## src/rtl/hazard_pkg.sv

```systemverilog
// Shared types for the hazard/stall controller: FSM states, drain causes, counter width helper.
package hazard_pkg;

  typedef enum logic [1:0] {StRun, StDrain, StSleep} state_e;

  typedef enum logic [1:0] {CauseTrap, CauseMret, CauseWfi} cause_e;

  // Width needed to hold 0..max_long inclusive.
  function automatic int unsigned cnt_w(input int unsigned max_long);
    return $clog2(max_long + 1);
  endfunction

endpackage

```

## src/rtl/hazard_scoreboard_regs.sv

```systemverilog
// Per-register busy bits for out-of-band long ops, outstanding count and operand lookup.
module hazard_scoreboard_regs
  import hazard_pkg::*;
#(
  parameter int unsigned NUM_REGS = 32,
  parameter int unsigned MAX_LONG = 4,
  localparam int unsigned RA_W = $clog2(NUM_REGS),
  localparam int unsigned CNT_W = cnt_w(MAX_LONG)
) (
  input  logic             i_clk,
  input  logic             i_reset,
  input  logic             i_set_en,
  input  logic [RA_W-1:0]  i_set_rd,
  input  logic             i_clr_en,
  input  logic [RA_W-1:0]  i_clr_rd,
  input  logic [RA_W-1:0]  i_rs1,
  input  logic [RA_W-1:0]  i_rs2,
  input  logic [RA_W-1:0]  i_rd,
  output logic             o_hit_rs1,
  output logic             o_hit_rs2,
  output logic             o_hit_rd,
  output logic [CNT_W-1:0] o_count
);

  logic [NUM_REGS-1:0] r_sb;
  logic [NUM_REGS-1:0] w_sb_next;
  logic [CNT_W-1:0]    r_count;
  logic [CNT_W-1:0]    w_count_next;
  logic                w_set;

  assign w_set = i_set_en && (i_set_rd != '0);

  // Set is applied after clear so a same-register collision leaves the bit busy.
  always_comb begin
    w_sb_next = r_sb;
    if (i_clr_en) w_sb_next[i_clr_rd] = 1'b0;
    if (w_set)    w_sb_next[i_set_rd] = 1'b1;
  end

  always_comb begin
    w_count_next = r_count;
    case ({w_set, i_clr_en})
      2'b10:   w_count_next = r_count + CNT_W'(1);
      2'b01:   w_count_next = r_count - CNT_W'(1);
      default: w_count_next = r_count;
    endcase
  end

  always_ff @(posedge i_clk) begin
    if (i_reset) begin
      r_sb    <= '0;
      r_count <= '0;
    end else begin
      r_sb    <= w_sb_next;
      r_count <= w_count_next;
    end
  end

  // Lookups use the registered bits: a same-cycle done does not release the operand.
  assign o_hit_rs1 = r_sb[i_rs1];
  assign o_hit_rs2 = r_sb[i_rs2];
  assign o_hit_rd  = r_sb[i_rd];
  assign o_count   = r_count;

  a_done_on_busy : assert property (@(posedge i_clk) disable iff (i_reset)
    i_clr_en |-> r_sb[i_clr_rd]);
  a_commit_on_free : assert property (@(posedge i_clk) disable iff (i_reset)
    w_set |-> (!r_sb[i_set_rd] || (i_clr_en && (i_clr_rd == i_set_rd))));
  a_no_overflow : assert property (@(posedge i_clk) disable iff (i_reset)
    (w_set && !i_clr_en) |-> (r_count != CNT_W'(MAX_LONG)));
  a_no_underflow : assert property (@(posedge i_clk) disable iff (i_reset)
    (i_clr_en && !w_set) |-> (r_count != '0));

endmodule

```

## src/rtl/hazard_sb.sv

```systemverilog
// Hazard/stall controller with long-op scoreboard and drain/sleep FSM.
// Optional HAZARD_PERF_EN adds free-running 32-bit performance counters.
module hazard_sb
  import hazard_pkg::*;
#(
  parameter int unsigned NUM_REGS = 32,
  parameter int unsigned MAX_LONG = 4,
  localparam int unsigned RA_W = $clog2(NUM_REGS),
  localparam int unsigned CNT_W = cnt_w(MAX_LONG)
) (
  input  logic             clk,
  input  logic             reset,
  input  logic             valid_decode,
  input  logic             uses_rs1,
  input  logic             uses_rs2,
  input  logic             writes_rd_decode,
  input  logic             uses_csr,
  input  logic             long_decode,
  input  logic [RA_W-1:0]  rs1_address_decode,
  input  logic [RA_W-1:0]  rs2_address_decode,
  input  logic [RA_W-1:0]  rd_address_decode,
  input  logic             valid_execute,
  input  logic             csr_write_execute,
  input  logic             bypass_execute,
  input  logic [RA_W-1:0]  rd_address_execute,
  input  logic             valid_memory,
  input  logic             csr_write_memory,
  input  logic             bypass_memory,
  input  logic             branch_taken,
  input  logic             load_store,
  input  logic             mret_memory,
  input  logic [RA_W-1:0]  rd_address_memory,
  input  logic             valid_writeback,
  input  logic             csr_write_writeback,
  input  logic             mret_writeback,
  input  logic             wfi,
  input  logic             trap_req,
  input  logic             long_commit,
  input  logic [RA_W-1:0]  long_commit_rd,
  input  logic             long_done,
  input  logic [RA_W-1:0]  long_done_rd,
  input  logic             interrupt_pending,
  input  logic             fetch_ready,
  input  logic             mem_ready,
  output logic             stall_fetch,
  output logic             stall_decode,
  output logic             stall_execute,
  output logic             stall_memory,
  output logic             invalidate_fetch,
  output logic             invalidate_decode,
  output logic             invalidate_execute,
  output logic             invalidate_memory,
  output logic             trap_ack,
  output logic [CNT_W-1:0] long_outstanding
`ifdef HAZARD_PERF_EN
  ,
  output logic [31:0]      perf_hazard_cycles,
  output logic [31:0]      perf_mem_wait_cycles,
  output logic [31:0]      perf_drain_cycles
`endif
);

  state_e r_state, w_state_next;
  cause_e r_cause, w_cause_next;

  logic w_sb_rs1, w_sb_rs2, w_sb_rd;
  logic w_full, w_idle;
  logic w_raw_rs1, w_raw_rs2, w_waw, w_csr_haz, w_data_hazard;
  logic w_mem_wait, w_trap_ack, w_branch_inv;

  hazard_scoreboard_regs #(
    .NUM_REGS (NUM_REGS),
    .MAX_LONG (MAX_LONG)
  ) u_scoreboard (
    .i_clk     (clk),
    .i_reset   (reset),
    .i_set_en  (long_commit),
    .i_set_rd  (long_commit_rd),
    .i_clr_en  (long_done),
    .i_clr_rd  (long_done_rd),
    .i_rs1     (rs1_address_decode),
    .i_rs2     (rs2_address_decode),
    .i_rd      (rd_address_decode),
    .o_hit_rs1 (w_sb_rs1),
    .o_hit_rs2 (w_sb_rs2),
    .o_hit_rd  (w_sb_rd),
    .o_count   (long_outstanding)
  );

  assign w_full = (long_outstanding == CNT_W'(MAX_LONG));
  assign w_idle = (long_outstanding == '0);

  // A nonzero source matching a non-bypassable producer implies that producer's rd != 0.
  assign w_raw_rs1 = uses_rs1 && (rs1_address_decode != '0) &&
      ((valid_execute && !bypass_execute && (rs1_address_decode == rd_address_execute)) ||
       (valid_memory && !bypass_memory && (rs1_address_decode == rd_address_memory)) ||
       w_sb_rs1);
  assign w_raw_rs2 = uses_rs2 && (rs2_address_decode != '0) &&
      ((valid_execute && !bypass_execute && (rs2_address_decode == rd_address_execute)) ||
       (valid_memory && !bypass_memory && (rs2_address_decode == rd_address_memory)) ||
       w_sb_rs2);
  assign w_waw = writes_rd_decode && w_sb_rd;
  assign w_csr_haz = uses_csr && ((valid_execute && csr_write_execute) ||
                                  (valid_memory && csr_write_memory) ||
                                  (valid_writeback && csr_write_writeback));
  assign w_data_hazard = valid_decode &&
      (w_raw_rs1 || w_raw_rs2 || w_waw || w_csr_haz || (long_decode && w_full));

  always_comb begin
    w_state_next = r_state;
    w_cause_next = r_cause;
    w_trap_ack   = 1'b0;
    unique case (r_state)
      StRun: begin
        if (trap_req || mret_writeback) begin
          if (w_idle) begin
            w_trap_ack = 1'b1;
          end else begin
            w_state_next = StDrain;
            w_cause_next = trap_req ? CauseTrap : CauseMret;
          end
        end else if (wfi) begin
          w_state_next = StDrain;
          w_cause_next = CauseWfi;
        end
      end
      StDrain: begin
        if (w_idle) begin
          if (r_cause == CauseWfi) begin
            w_state_next = StSleep;
          end else begin
            w_trap_ack   = 1'b1;
            w_state_next = StRun;
          end
        end
      end
      StSleep: begin
        if (interrupt_pending) w_state_next = StRun;
      end
      default: w_state_next = StRun;
    endcase
  end

  always_ff @(posedge clk) begin
    if (reset) begin
      r_state <= StRun;
      r_cause <= CauseTrap;
    end else begin
      r_state <= w_state_next;
      r_cause <= w_cause_next;
    end
  end

  // Reset forces every stall low and every invalidate high regardless of held state.
  assign w_mem_wait    = !mem_ready && load_store;
  assign trap_ack      = !reset && w_trap_ack;
  assign w_branch_inv  = branch_taken || trap_ack;
  assign stall_memory  = !reset && (r_state != StRun);
  assign stall_execute = !reset && (stall_memory || w_mem_wait || (valid_memory && mret_memory));
  assign stall_decode  = stall_execute;
  assign stall_fetch   = !reset && (stall_decode || w_data_hazard);

  assign invalidate_fetch   = reset || w_branch_inv || (!fetch_ready && !w_data_hazard);
  assign invalidate_decode  = reset || w_branch_inv || w_data_hazard;
  assign invalidate_execute = reset || w_branch_inv;
  assign invalidate_memory  = reset || trap_ack || w_mem_wait;

`ifdef HAZARD_PERF_EN
  always_ff @(posedge clk) begin
    if (reset) begin
      perf_hazard_cycles   <= '0;
      perf_mem_wait_cycles <= '0;
      perf_drain_cycles    <= '0;
    end else begin
      if (w_data_hazard)        perf_hazard_cycles   <= perf_hazard_cycles + 32'd1;
      if (w_mem_wait)           perf_mem_wait_cycles <= perf_mem_wait_cycles + 32'd1;
      if (r_state == StDrain)   perf_drain_cycles    <= perf_drain_cycles + 32'd1;
    end
  end
`endif

endmodule

```

## config.mk

```make
export PLATFORM = sky130hd
export DESIGN_NAME = hazard_sb
export DESIGN_NICKNAME = d
export VERILOG_FILES = /design/src/rtl/hazard_pkg.sv /design/src/rtl/hazard_scoreboard_regs.sv /design/src/rtl/hazard_sb.sv
export SDC_FILE = /design/constraint.sdc
export NUM_CORES = 1
export LEC_CHECK = 0
export BUFFER_PORTS_ARGS = -buffer_cell sky130_fd_sc_hd__buf_2
export CAP_MARGIN = 20
export CELL_PAD_IN_SITES_DETAIL_PLACEMENT = 0
export CELL_PAD_IN_SITES_GLOBAL_PLACEMENT = 1
export CORE_MARGIN = 4
export CORE_UTILIZATION = 43
export CTS_CLUSTER_DIAMETER = 150
export DETAILED_ROUTE_END_ITERATION = 6
export PLACE_DENSITY_LB_ADDON = 0.1
export SETUP_SLACK_MARGIN = 0.2
export SYNTH_ARGS = -nofsm -noshare
export SYNTH_HDL_FRONTEND = slang
export SYNTH_SLANG_ARGS = --single-unit
```

## constraint.sdc

```tcl
create_clock -name clk -period 4.7 [get_ports clk]
set_input_delay 0 -clock clk [delete_from_list [all_inputs] [get_ports clk]]
set_output_delay 0 -clock clk [all_outputs]
set_load 0.05 [all_outputs]
```

==> run summary <==
Top-level I/O count -> 74
Syn avg cell area -> 8.72 sq um
Min Hold Slack -> 0.0229 ns
Worst skew pair latency -> 0.29 ns
Die footprint -> 8130 sq um
Final period utilization -> 0.504
Top-area cell type share of the netlist area -> 0.269
Vias in the first global route -> 2783
CTS Buf Count -> 5
Setup violations, final -> 0
Clock-pin slew on the worst setup and hold paths -> 0.08 ns
Synthesis-to-layout area growth -> 17.7%
Pwr/cell area -> 269 nW/um^2
RSZ-0062 raised after global routing -> false
Total power -> 920 uW
EDFF count, synth -> 0
Slew Limit Headroom -> 0.460
Worst min-delay path class -> in2reg
Commonest non-fill, non-tap cells in the layout -> 73 x buf_2, 47 x nand2_1, 39 x a21oi_1, 39 x dfxtp_1, 34 x o21ai_0
Routed WL -> 8370 um
CP startpoint kind -> register
Sequential area share after synthesis -> 0.269
ANT cells -> 0
IO Port Bufs -> 73
Starting Density -> 0.449
Max frequency -> 0.422 GHz
Die width -> 90.2 um
Max Slew Vio Count -> 0
Wire per inst -> 17.7 um
FFs w/ async S/R, synth -> 0
Seq cells post-synth -> 39
# Post-CTS Setup Buffers -> 0
H-Tree Depth -> 2
Mapped cell area -> 2900 sq um
Final non-filler cell area -> 3420 sq um
Syn nets -> 397
Synth Flop Type -> dfxtp_1
Post-synth cell types -> 49
Setup ws final -> 2.33 ns
Outcome -> complete, no violations
Global-route wire length before repair -> 14200 um
CTS tree -> built
Largest net degree at the start of global routing -> 46
Critical Path AT -> 2.37 ns
DP Worst Slack -> 2.61 ns
Setup total negative slack -> 0 ns
Cell taking the most area after synthesis -> dfxtp_1
Router iterations before antenna repair -> 5
Placed Area -> 3270 sq um
Sink Count -> 39
Synth warn -> 0
Clock root cell -> clkbuf_8
Die height -> 90.2 um
Site Rows -> 29
Drt drc -> 0
Synthesized instance count -> 333
Most common cell after layout, fill and taps aside -> buf_2
Layout cells sized above 1 -> 0.267
Critical Path RT -> 4.70 ns
Worst slew pin tran -> 0.810 ns
Initial antenna violation count -> 0
Hold Vio Cnt, Final -> 0
Post-DP HPWL -> 6470 um
Maximum VDD drop -> 0.000192 V
Global route overflow -> 0
Routability cong. -> 0.853
CTS resizes -> 0
Final Skew -> 0.00284 ns
Core box area -> 6460 sq um
Crit. End Element -> output port
Final nets -> 460
Critical path class -> reg2out
Lkg Pwr -> 1.29 nW
Final antenna-violating net count -> 0
Min Clock Period, post-route -> 2.37 ns
Max Cap Viol -> 0
DR vias/cell -> 5.87
1st-iter DRT viols -> 120
Clock Path Buffers -> 2
GRT Util Overall -> 0.213
Fill count -> 630
Largest cells by area after synthesis -> dfxtp_1 27%, mux4_2 13%, a21oi_1 6.7%
Total number of vias -> 2784
CP max FO -> 4
==> registers in the layout, summed over array words and instances, names as in the netlist <==
register              cells
r_cause                   2
r_state                   2
u_scoreboard.o_count      3
u_scoreboard.r_sb        32
==> repair_timing <==
item                                    in CTS  in global routing
hold buffers                                 1                  0
hold endpoints to repair                     1                  0
endpoints found under the setup margin       0                  0
==> cell families (layout without fill, tap and decap cells) <==
logic type	after synthesis	in the layout	share of synthesized area
buffers and inverters	24	88	0.0388
flip-flops	39	39	0.269
AND/OR/NAND/NOR	123	123	0.206
XOR/XNOR	22	22	0.0664
multiplexers	33	33	0.228
AO/OA/AOI/OAI	90	90	0.180
adder cells (fa/ha/maj)	2	2	0.0112
==> where the power goes <==
group | leakage [nW] | internal [mW] | switching [mW] | total (mW)
registers | 0.316 | 0.341 | 0.0101 | 0.351
clock network | 0.0654 | 0.212 | 0.117 | 0.329
logic | 0.911 | 0.0879 | 0.151 | 0.239
==> metrics by stage <==
step	instances	util
after floorplan	333	-
after global placement	465	0.507
after detailed placement	465	0.507
after CTS	474	0.529
after global routing	474	0.529
final	474	0.529
==> final timing paths <==
path | start | end | slack, ns | depth (start not counted)
max | u_scoreboard.r_sb[5] | invalidate_fetch | 2.33 | 6
min | wfi | r_state[0] | 0.02 | 3
max reg2reg | u_scoreboard.o_count[0] | u_scoreboard.o_count[2] | 3.12 | 5
min reg2reg | r_cause[1] | r_cause[1] | 0.50 | 2
==> per-layer routing <==
layer  track usage  share of wire
met5             0              0
met4        0.0536          0.013
met3        0.0417          0.062
met2         0.363           0.48
met1         0.276           0.45
==> cell usage after synthesis, types with 4 or more instances <==
cell type   n
nand2_1    47
a21oi_1    39
dfxtp_1    39
o21ai_0    34
nor2_1     26
xnor2_1    20
mux4_2     17
clkbuf_1   11
mux2i_1     7
mux4_1      7
inv_1       6
nand3_1     6
nand3b_1    6
nand4_1     5
nor2b_1     5
nor3_1      4
nor3b_1     4
o22ai_1     4
or3_1       4
==> layout make-up <==
class	instances	area, sq um	share of cell area
multi-input cells	270	2010	0.588
flip-flops and latches	39	781	0.228
repair buffers	74	375	0.110
well taps	77	96.3	0.0282
clock buffers	6	72.6	0.0212
clock inverters	2	60.1	0.0176
inverters	6	22.5	0.00659
==> critical path: stages (launching register included) <==
cell and delay, ns:
dfxtp_1 0.34, mux4_1 0.51, mux2_4 0.30, a2111oi_4 0.33, o22a_2 0.23, a211o_1 0.11, buf_2 0.25
No activity file was read; power rests on OpenSTA's default activity.
